$ cat src/rtl/imm_ext_pkg.sv
// Shared types and default widths for the immediate-extend stage.
package imm_ext_pkg;

  localparam int unsigned IMM_IN_W  = 16;
  localparam int unsigned IMM_OUT_W = 32;

  typedef enum logic [1:0] {
    IMM_ZERO  = 2'd0,
    IMM_SIGN  = 2'd1,
    IMM_UPPER = 2'd2,
    IMM_SHL2  = 2'd3
  } imm_mode_e;

endpackage

$ cat src/rtl/imm_ext_if.sv
// Valid/ready bus of the immediate-extend stage: upstream (data/mode/valid in) and downstream (data/valid out).
interface imm_ext_if
  import imm_ext_pkg::*;
#(
  parameter int unsigned IN_W  = IMM_IN_W,
  parameter int unsigned OUT_W = IMM_OUT_W
);

  logic [IN_W-1:0]  data_i;
  imm_mode_e        mode_i;
  logic             valid_i;
  logic             ready_o;
  logic [OUT_W-1:0] data_o;
  logic             valid_o;
  logic             ready_i;

  modport master (
    output data_i, mode_i, valid_i, ready_i,
    input  ready_o, data_o, valid_o
  );

  modport slave (
    input  data_i, mode_i, valid_i, ready_i,
    output ready_o, data_o, valid_o
  );

endinterface

$ cat src/rtl/imm_ext_core.sv
// Purely combinational immediate extender; shared by the pipelined and single-cycle datapaths.
module imm_ext_core
  import imm_ext_pkg::*;
#(
  parameter int unsigned IN_W  = IMM_IN_W,
  parameter int unsigned OUT_W = IMM_OUT_W
) (
  input  logic [IN_W-1:0]  data_i,
  input  imm_mode_e        mode_i,
  output logic [OUT_W-1:0] ext_c
);

  localparam int unsigned PAD_W = OUT_W - IN_W;

  logic [OUT_W-1:0] sext;

  always_comb begin
    sext  = {{PAD_W{data_i[IN_W-1]}}, data_i};
    ext_c = '0;
    case (mode_i)
      IMM_ZERO:  ext_c = {{PAD_W{1'b0}}, data_i};
      IMM_SIGN:  ext_c = sext;
      IMM_UPPER: ext_c = {data_i, {PAD_W{1'b0}}};
      IMM_SHL2:  ext_c = {sext[OUT_W-3:0], 2'b00};
      default:   ext_c = '0;
    endcase
  end

endmodule

$ cat src/rtl/imm_extend_pipe.sv
// Registered immediate-extend stage with valid/ready handshake.
// Define IMM_EXT_SKID_EN for a 2-entry skid buffer with a registered ready_o.
module imm_extend_pipe
  import imm_ext_pkg::*;
#(
  parameter int unsigned IN_W  = IMM_IN_W,
  parameter int unsigned OUT_W = IMM_OUT_W
) (
  input  logic      clk_i,
  input  logic      rst_i,
  imm_ext_if.slave  bus
);

  if (OUT_W < IN_W + 2) begin : g_bad_width
    $error("imm_extend_pipe: OUT_W must be >= IN_W+2");
  end

  logic [OUT_W-1:0] ext_c;
  logic [OUT_W-1:0] main_q, main_d;
  logic             main_v_q, main_v_d;
  logic             ready_c;
  logic             in_xfer_c, out_xfer_c;

  imm_ext_core #(.IN_W(IN_W), .OUT_W(OUT_W)) u_core (
    .data_i (bus.data_i),
    .mode_i (bus.mode_i),
    .ext_c  (ext_c)
  );

`ifdef IMM_EXT_SKID_EN
  logic [OUT_W-1:0] skid_q, skid_d;
  logic             skid_v_q, skid_v_d;
  logic             ready_q;

  assign ready_c = ready_q;

  // Main register refills from skid first, so order is preserved across stalls.
  always_comb begin
    main_d     = main_q;
    main_v_d   = main_v_q;
    skid_d     = skid_q;
    skid_v_d   = skid_v_q;
    in_xfer_c  = bus.valid_i && ready_q;
    out_xfer_c = main_v_q && bus.ready_i;
    if (!main_v_q || out_xfer_c) begin
      if (skid_v_q) begin
        main_d   = skid_q;
        main_v_d = 1'b1;
        skid_v_d = 1'b0;
      end else begin
        main_v_d = in_xfer_c;
        if (in_xfer_c) main_d = ext_c;
      end
    end else if (in_xfer_c) begin
      skid_d   = ext_c;
      skid_v_d = 1'b1;
    end
  end

  always_ff @(posedge clk_i or negedge rst_i) begin
    if (!rst_i) begin
      main_q   <= '0;
      main_v_q <= 1'b0;
      skid_q   <= '0;
      skid_v_q <= 1'b0;
      ready_q  <= 1'b1;
    end else begin
      main_q   <= main_d;
      main_v_q <= main_v_d;
      skid_q   <= skid_d;
      skid_v_q <= skid_v_d;
      ready_q  <= !skid_v_d;
    end
  end
`else
  // Stall reaches upstream in the same cycle.
  assign ready_c = !main_v_q || bus.ready_i;

  always_comb begin
    main_d     = main_q;
    main_v_d   = main_v_q;
    in_xfer_c  = bus.valid_i && ready_c;
    out_xfer_c = main_v_q && bus.ready_i;
    if (in_xfer_c) begin
      main_d   = ext_c;
      main_v_d = 1'b1;
    end else if (out_xfer_c) begin
      main_v_d = 1'b0;
    end
  end

  always_ff @(posedge clk_i or negedge rst_i) begin
    if (!rst_i) begin
      main_q   <= '0;
      main_v_q <= 1'b0;
    end else begin
      main_q   <= main_d;
      main_v_q <= main_v_d;
    end
  end
`endif

  assign bus.ready_o = ready_c;
  assign bus.data_o  = main_q;
  assign bus.valid_o = main_v_q;

endmodule

$ cat src/flat_wrapper.sv
// flat-port wrapper written by rule: the top's interface ports become plain ports
module imm_extend_pipe_flat import imm_ext_pkg::*;
#(
  parameter int unsigned IN_W  = IMM_IN_W,
  parameter int unsigned OUT_W = IMM_OUT_W
)
  (clk_i, rst_i, bus_data_i, bus_mode_i, bus_valid_i, bus_ready_i, bus_ready_o, bus_data_o, bus_valid_o);
  imm_ext_if #(.IN_W(IN_W), .OUT_W(OUT_W)) bus_i ();
  input  logic clk_i;
  input  logic rst_i;
  input wire logic [$bits(bus_i.data_i)-1:0] bus_data_i;
  input wire logic [$bits(bus_i.mode_i)-1:0] bus_mode_i;
  input wire logic [$bits(bus_i.valid_i)-1:0] bus_valid_i;
  input wire logic [$bits(bus_i.ready_i)-1:0] bus_ready_i;
  output wire logic [$bits(bus_i.ready_o)-1:0] bus_ready_o;
  output wire logic [$bits(bus_i.data_o)-1:0] bus_data_o;
  output wire logic [$bits(bus_i.valid_o)-1:0] bus_valid_o;
  assign bus_i.data_i = bus_data_i;
  assign bus_i.mode_i = bus_mode_i;
  assign bus_i.valid_i = bus_valid_i;
  assign bus_i.ready_i = bus_ready_i;
  assign bus_ready_o = bus_i.ready_o;
  assign bus_data_o = bus_i.data_o;
  assign bus_valid_o = bus_i.valid_o;
  imm_extend_pipe #(.IN_W(IN_W), .OUT_W(OUT_W)) u_core (.clk_i(clk_i), .rst_i(rst_i), .bus(bus_i));
endmodule
$ cat config.mk
export PLATFORM = sky130hd
export DESIGN_NAME = imm_extend_pipe_flat
export DESIGN_NICKNAME = d
export VERILOG_FILES = /design/src/rtl/imm_ext_pkg.sv /design/src/rtl/imm_ext_if.sv /design/src/rtl/imm_ext_core.sv /design/src/rtl/imm_extend_pipe.sv /design/src/flat_wrapper.sv
export SDC_FILE = /design/constraint.sdc
export NUM_CORES = 1
export LEC_CHECK = 0
export ABC_AREA = 1
export BUFFER_PORTS_ARGS = -buffer_cell sky130_fd_sc_hd__buf_4
export CAP_MARGIN = 20
export CORE_UTILIZATION = 40
export CTS_CLUSTER_DIAMETER = 30
export DETAILED_ROUTE_END_ITERATION = 8
export PLACE_DENSITY = 0.65
export SYNTH_ARGS = -nofsm -noshare
export SYNTH_HDL_FRONTEND = slang
export SYNTH_SLANG_ARGS = --single-unit
$ cat constraint.sdc
create_clock -name clk_i -period 1.2 [get_ports clk_i]
set_input_delay 0.24 -clock clk_i [delete_from_list [all_inputs] [get_ports clk_i]]
set_output_delay 0.24 -clock clk_i [all_outputs]
set_load 0.005 [all_outputs]
==> After elaboration in Yosys (flattened, before gate mapping) <==
Cells that the tools add are included.
{ "totals": {"reg_bits": 33, "latch_bits": 0, "ramBits": 0, "rom_bits": 0, "in_bits": 22, "word_cells": 14, "n_memories": 0} }
{ "classes": {"addsub": 0, "n_mul": 0, "div": 0, "n_lt_le_gt_ge": 0, "n_eq_ne": 3, "shifts": 0, "muxes": 3, "bitwise": 0, "reduce_logical": 6} }
{ "op_table": {"columns": ["op", "count"], "rows": [
  ["$pmux W32 S4", 1],
  ["$eq A2 B2 Y1 const B", 2],
  ["$eq A2 B1 Y1 const B", 1],
  ["$logic_and A1 B1 Y1", 2],
  ["$logic_not A2 Y1", 1],
  ["$mux W1", 2],
  ["$reduce_bool A2 Y1", 1],
  ["$logic_not A1 Y1", 1],
  ["$logic_or A1 B1 Y1", 1]
]} }

==> Depth between registers and ports, before layout <==
{ "depth": {"ltp_word": 4, "depth_mapped": 7, "ltp_nobuf": 6} }

==> Hierarchy <==
A second synthesis with hierarchy kept.
{ "hier_totals": {"cells_unflattened": 218, "area_unflattened_um2": 1769.2} }
{ "modules_own_cells": {"columns": ["mod", "n_inst", "cells_per_inst", "area_each_um2", "seq_area_each_um2"], "rows": [
  ["imm_extend_pipe", 1, 143, 1335.0, 825.8],
  ["imm_ext_core", 1, 75, 434.2, 0.0]
]} }

==> Worst setup path after synthesis <==
OpenSTA, ideal clock, no wires.
{ "synth_timing": {"path_type": "reg-to-reg", "from": "register u_core.main_v_q, in the netlist u_core.bus.valid_o", "to": "register u_core.main_q[22], in the netlist u_core.bus.data_o[22]", "setup_ns": 0.117, "arrival_time_ns": 0.926, "path_slack_ns": 0.158, "path_stages_with_launch": 6, "n_path_buf": 1, "synth_period_minus_slack_ns": 1.042, "cell_sequence": "dfrtp_1 -> nand2_1 -> nand2_2 -> buf_4 -> nand2_1 -> nand2_1"} }
{ "synth_between": {"elab_chain_len": 3} }
{ "synth_rtl": {"columns": ["item", "line", "rtl"], "rows": [
  ["start: declaration", "imm_extend_pipe.sv:20", "logic main_v_q, main_v_d;"],
  ["start signal: assignment", "imm_extend_pipe.sv:98", "main_v_q <= main_v_d;"],
  ["$logic_not A1 Y1", "imm_extend_pipe.sv:77", "assign ready_c = !main_v_q || bus.ready_i;"],
  ["$logic_or A1 B1 Y1", "imm_extend_pipe.sv:77", null],
  ["named net bus_ready_o", "flat_wrapper.sv:15", "output wire logic [$bits(bus_i.ready_o)-1:0] bus_ready_o;"],
  ["$logic_and A1 B1 Y1", "imm_extend_pipe.sv:82", "in_xfer_c = bus.valid_i && ready_c;"],
  ["end signal: assignment", "imm_extend_pipe.sv:97", "main_q <= main_d;"],
  ["end: declaration", "imm_extend_pipe.sv:19", "logic [OUT_W-1:0] main_q, main_d;"]
]} }
The timed path passes the listed nets, and every way through them passes these cells.
A chain may end at the register's enable or synchronous reset.

==> Final worst setup path <==
{ "layout_timing": {"from": "register u_core.main_v_q, in the netlist u_core.bus.valid_o", "to": "output port bus_ready_o"} }
{ "layout_between": {"elab_chain_len": 2} }
{ "layout_rtl": {"columns": ["item", "line"], "rows": [
  ["$logic_not A1 Y1", "imm_extend_pipe.sv:77"],
  ["$logic_or A1 B1 Y1", "imm_extend_pipe.sv:77"],
  ["end: declaration", "flat_wrapper.sv:15"]
]} }
No other way between the ends.

==> run metrics <==
clock share of power 29.9%; cell internal pwr 2.06 mW; Worst Slack Setup Final 51.0 ps; critical path start-end classification flip-flop to output port; clock tree root buffer cell clkbuf_8; fraction of final layout cells with drive strength greater than 1 26.1%; f_max 870 MHz; Leakage 1.31 nW; Diodes inserted 0; post-route core utilization 58.6%; via count 1545; post-place setup slack 66.9 ps; clock tree from TritonCTS done; count of mapped cells out of synthesis 226; horizontal die dimension 65.8 um; DIE AREA 4330 um^2; sequential fraction of design power 46.8%; run status finished clean; Largest stage delay, worst path 400 ps; total I/O pin count 56; Net Sw Frac 27.8%; data arrival time of the critical path 910 ps; maximum root-to-sink buffer count 2; combinational share of power 23.3%; CP Buf/Inv Count 1; overall fraction of global-route tracks in use 20.1%; die boundary height 65.8 um; first-pass GRT wire length 6.41 mm; non-filler instance count after layout 335; core region area 3770 um^2; HPWL after detailed placement 2.75 mm; type of the worst min-delay path input pin to flip-flop; WP data required 960 ps; grt ovf 0; routed wire length 3.89 mm; initial antenna violation count 0; largest clock skew in the final design 3.41 ps; portion of the clock cycle consumed by the worst path in the final layout 95.7%; busiest metal layer after global routing met2; standard-cell row count 22; worst-path cell with the longest stage delay dfrtp_1; most common cell after layout, fill and taps aside nand2_1; vias per inst 4.61; remaining antenna violation count 0; WL/cell 11.6 um; setup tns final 0 ps; Max-Cap Viols 0; syn_area_per_cell 7.20 um^2; final critical-path required period 1150 ps; worst-case vdd ir drop 0.000627 V; switching power total 0.797 mW; Routability Congestion 0.772; synthesis-to-finish area growth 35.8%; distinct cell type count after synthesis 14; placed cells 326; maximum number of pins on one net before global-route repair 34; warnings from Yosys 0; number of nets in the finished design 309; Port Buffer Count 55; Clock H-tree levels 2; Pwr per Cell Area 1300 nW/um^2; detailed router's first-iteration violation count 63; number of pins exceeding their max-slew limit in the final report 0; final setup violation count 0; starting utilization of the core area 43.1%; endpoints failing hold 0; total DRC errors in the routed layout 0; series of cell instances along the critical path nand2_2, buf_4; Global Route met3 Usage 5.52%; clock insertion delay at the later pin of the skew report 280 ps; clock-pin transition on the worst setup and hold timing paths 70 ps; setup repair after global routing missed its margin no; type of element capturing the critical path output port; most frequent cells in the layout 162 x nand2_1, 59 x buf_4, 33 x dfrtp_1; TritonRoute pass-1 iters 4; # clock sinks 33; met1 demand-to-capacity share in global routing 28.5%; number of buffers created by CTS 5; Critical Path Start Type flip-flop; CP Max Fanout 4; actual transition at the worst max-transition pin 414 ps; summed instance area of the synthesized netlist 1630 um^2; flip-flop and latch count after synthesis 33; category of cells accounting for the largest share of critical-path delay flip-flops; grt met2 use 30.0%; post-synth net total 248; sequential fraction of the synthesis area 50.8%; max-slew headroom at the worst pin 72.4%; number of global-route vias before repair 1363
==> power groups by stage <==
stage | combinational [mW] | sequential [mW] | clock [mW]
finish | 0.668 | 1.34 | 0.855
CTS | 0.674 | 1.34 | 0.860
global placement | 0.659 | 1.36 | 0
floorplan | 0.268 | 1.37 | 0
detailed placement | 0.668 | 1.36 | 0
global route | 0.750 | 1.36 | 0.927
==> worst paths after layout <==
| check | cells after the start | from | end | slack [ps] |
|---|---|---|---|---|
| worst max-delay path | 2 | u_core.bus.valid_o | bus_ready_o | 50 |
| worst min-delay path | 3 | bus_data_i[15] | u_core.bus.data_o[31] | 180 |
| worst max register to register | 5 | u_core.bus.valid_o | u_core.bus.data_o[21] | 90 |
| worst min register to register | 2 | u_core.bus.data_o[4] | u_core.bus.data_o[4] | 480 |
| max in group asynchronous | 2 | rst_i | u_core.bus.data_o[14] | 450 |
| min in group asynchronous | 2 | rst_i | u_core.bus.data_o[21] | 450 |
==> cells in the mapped netlist, drive strengths merged <==
cell type / n / area, um^2
nor2: 7 / 33.8
a21oi: 1 / 16.3
nand2: 164 / 618
inv: 6 / 22.5
dfrtp: 33 / 826
nand3: 3 / 15.0
buf: 9 / 80.1
o21ai: 3 / 15.0
==> metrics by stage <==
step	cell area, um^2	power [mW]	hold WS, ps
floorplan	1630	1.63	-55.6
global placement	2100	2.02	205
detailed placement	2100	2.03	210
CTS	2200	2.88	179
global route	2210	3.04	195
finish	2210	2.86	185
==> cell families (layout without fill, tap and decap cells) <==
family,Yosys count,count (layout),share of synthesized area [%]
AND/OR/NAND/NOR,174,174,41.0
AO/OA/AOI/OAI,4,4,1.92
flip-flops,33,33,50.8
buffers and inverters,15,76,6.31
==> sequential cells by signal (all words and copies together), names as in the netlist <==
| signal | count |
|---|---|
| u_core.bus.valid_o | 1 |
| u_core.bus.data_o | 32 |
==> timing repair <==
item | CTS | global route
gates resized for setup | 1 | 0
setup endpoints to repair | 1 | 2
setup buffers | 0 | 1
hold buffers | 1 | 0
hold endpoints to repair | 33 | 0
==> worst reg2reg max path, stage by stage (launching register included) <==
cell and delay, ps:
dfrtp_1 400, buf_4 150, a21oi_4 160, buf_12 180, nor2_1 50, nor2_1 100
==> routing by layer <==
layer / vias to the layer above / share of wire, %
met3: 6 / 6.2
met1: 697 / 49
met2: 45 / 44
met5: - / 0
li1: 797 / -
met4: 0 / 1.2
==> layout make-up <==
type | instances | area [um^2]
timing repair buffer | 63 | 513
fill | 362 | 1560
clock buffer | 7 | 86.3
inverter | 6 | 22.5
sequential | 33 | 826
tap | 48 | 60.1
multi-input combinational | 178 | 701
No activity file was read; power rests on OpenSTA's default activity.
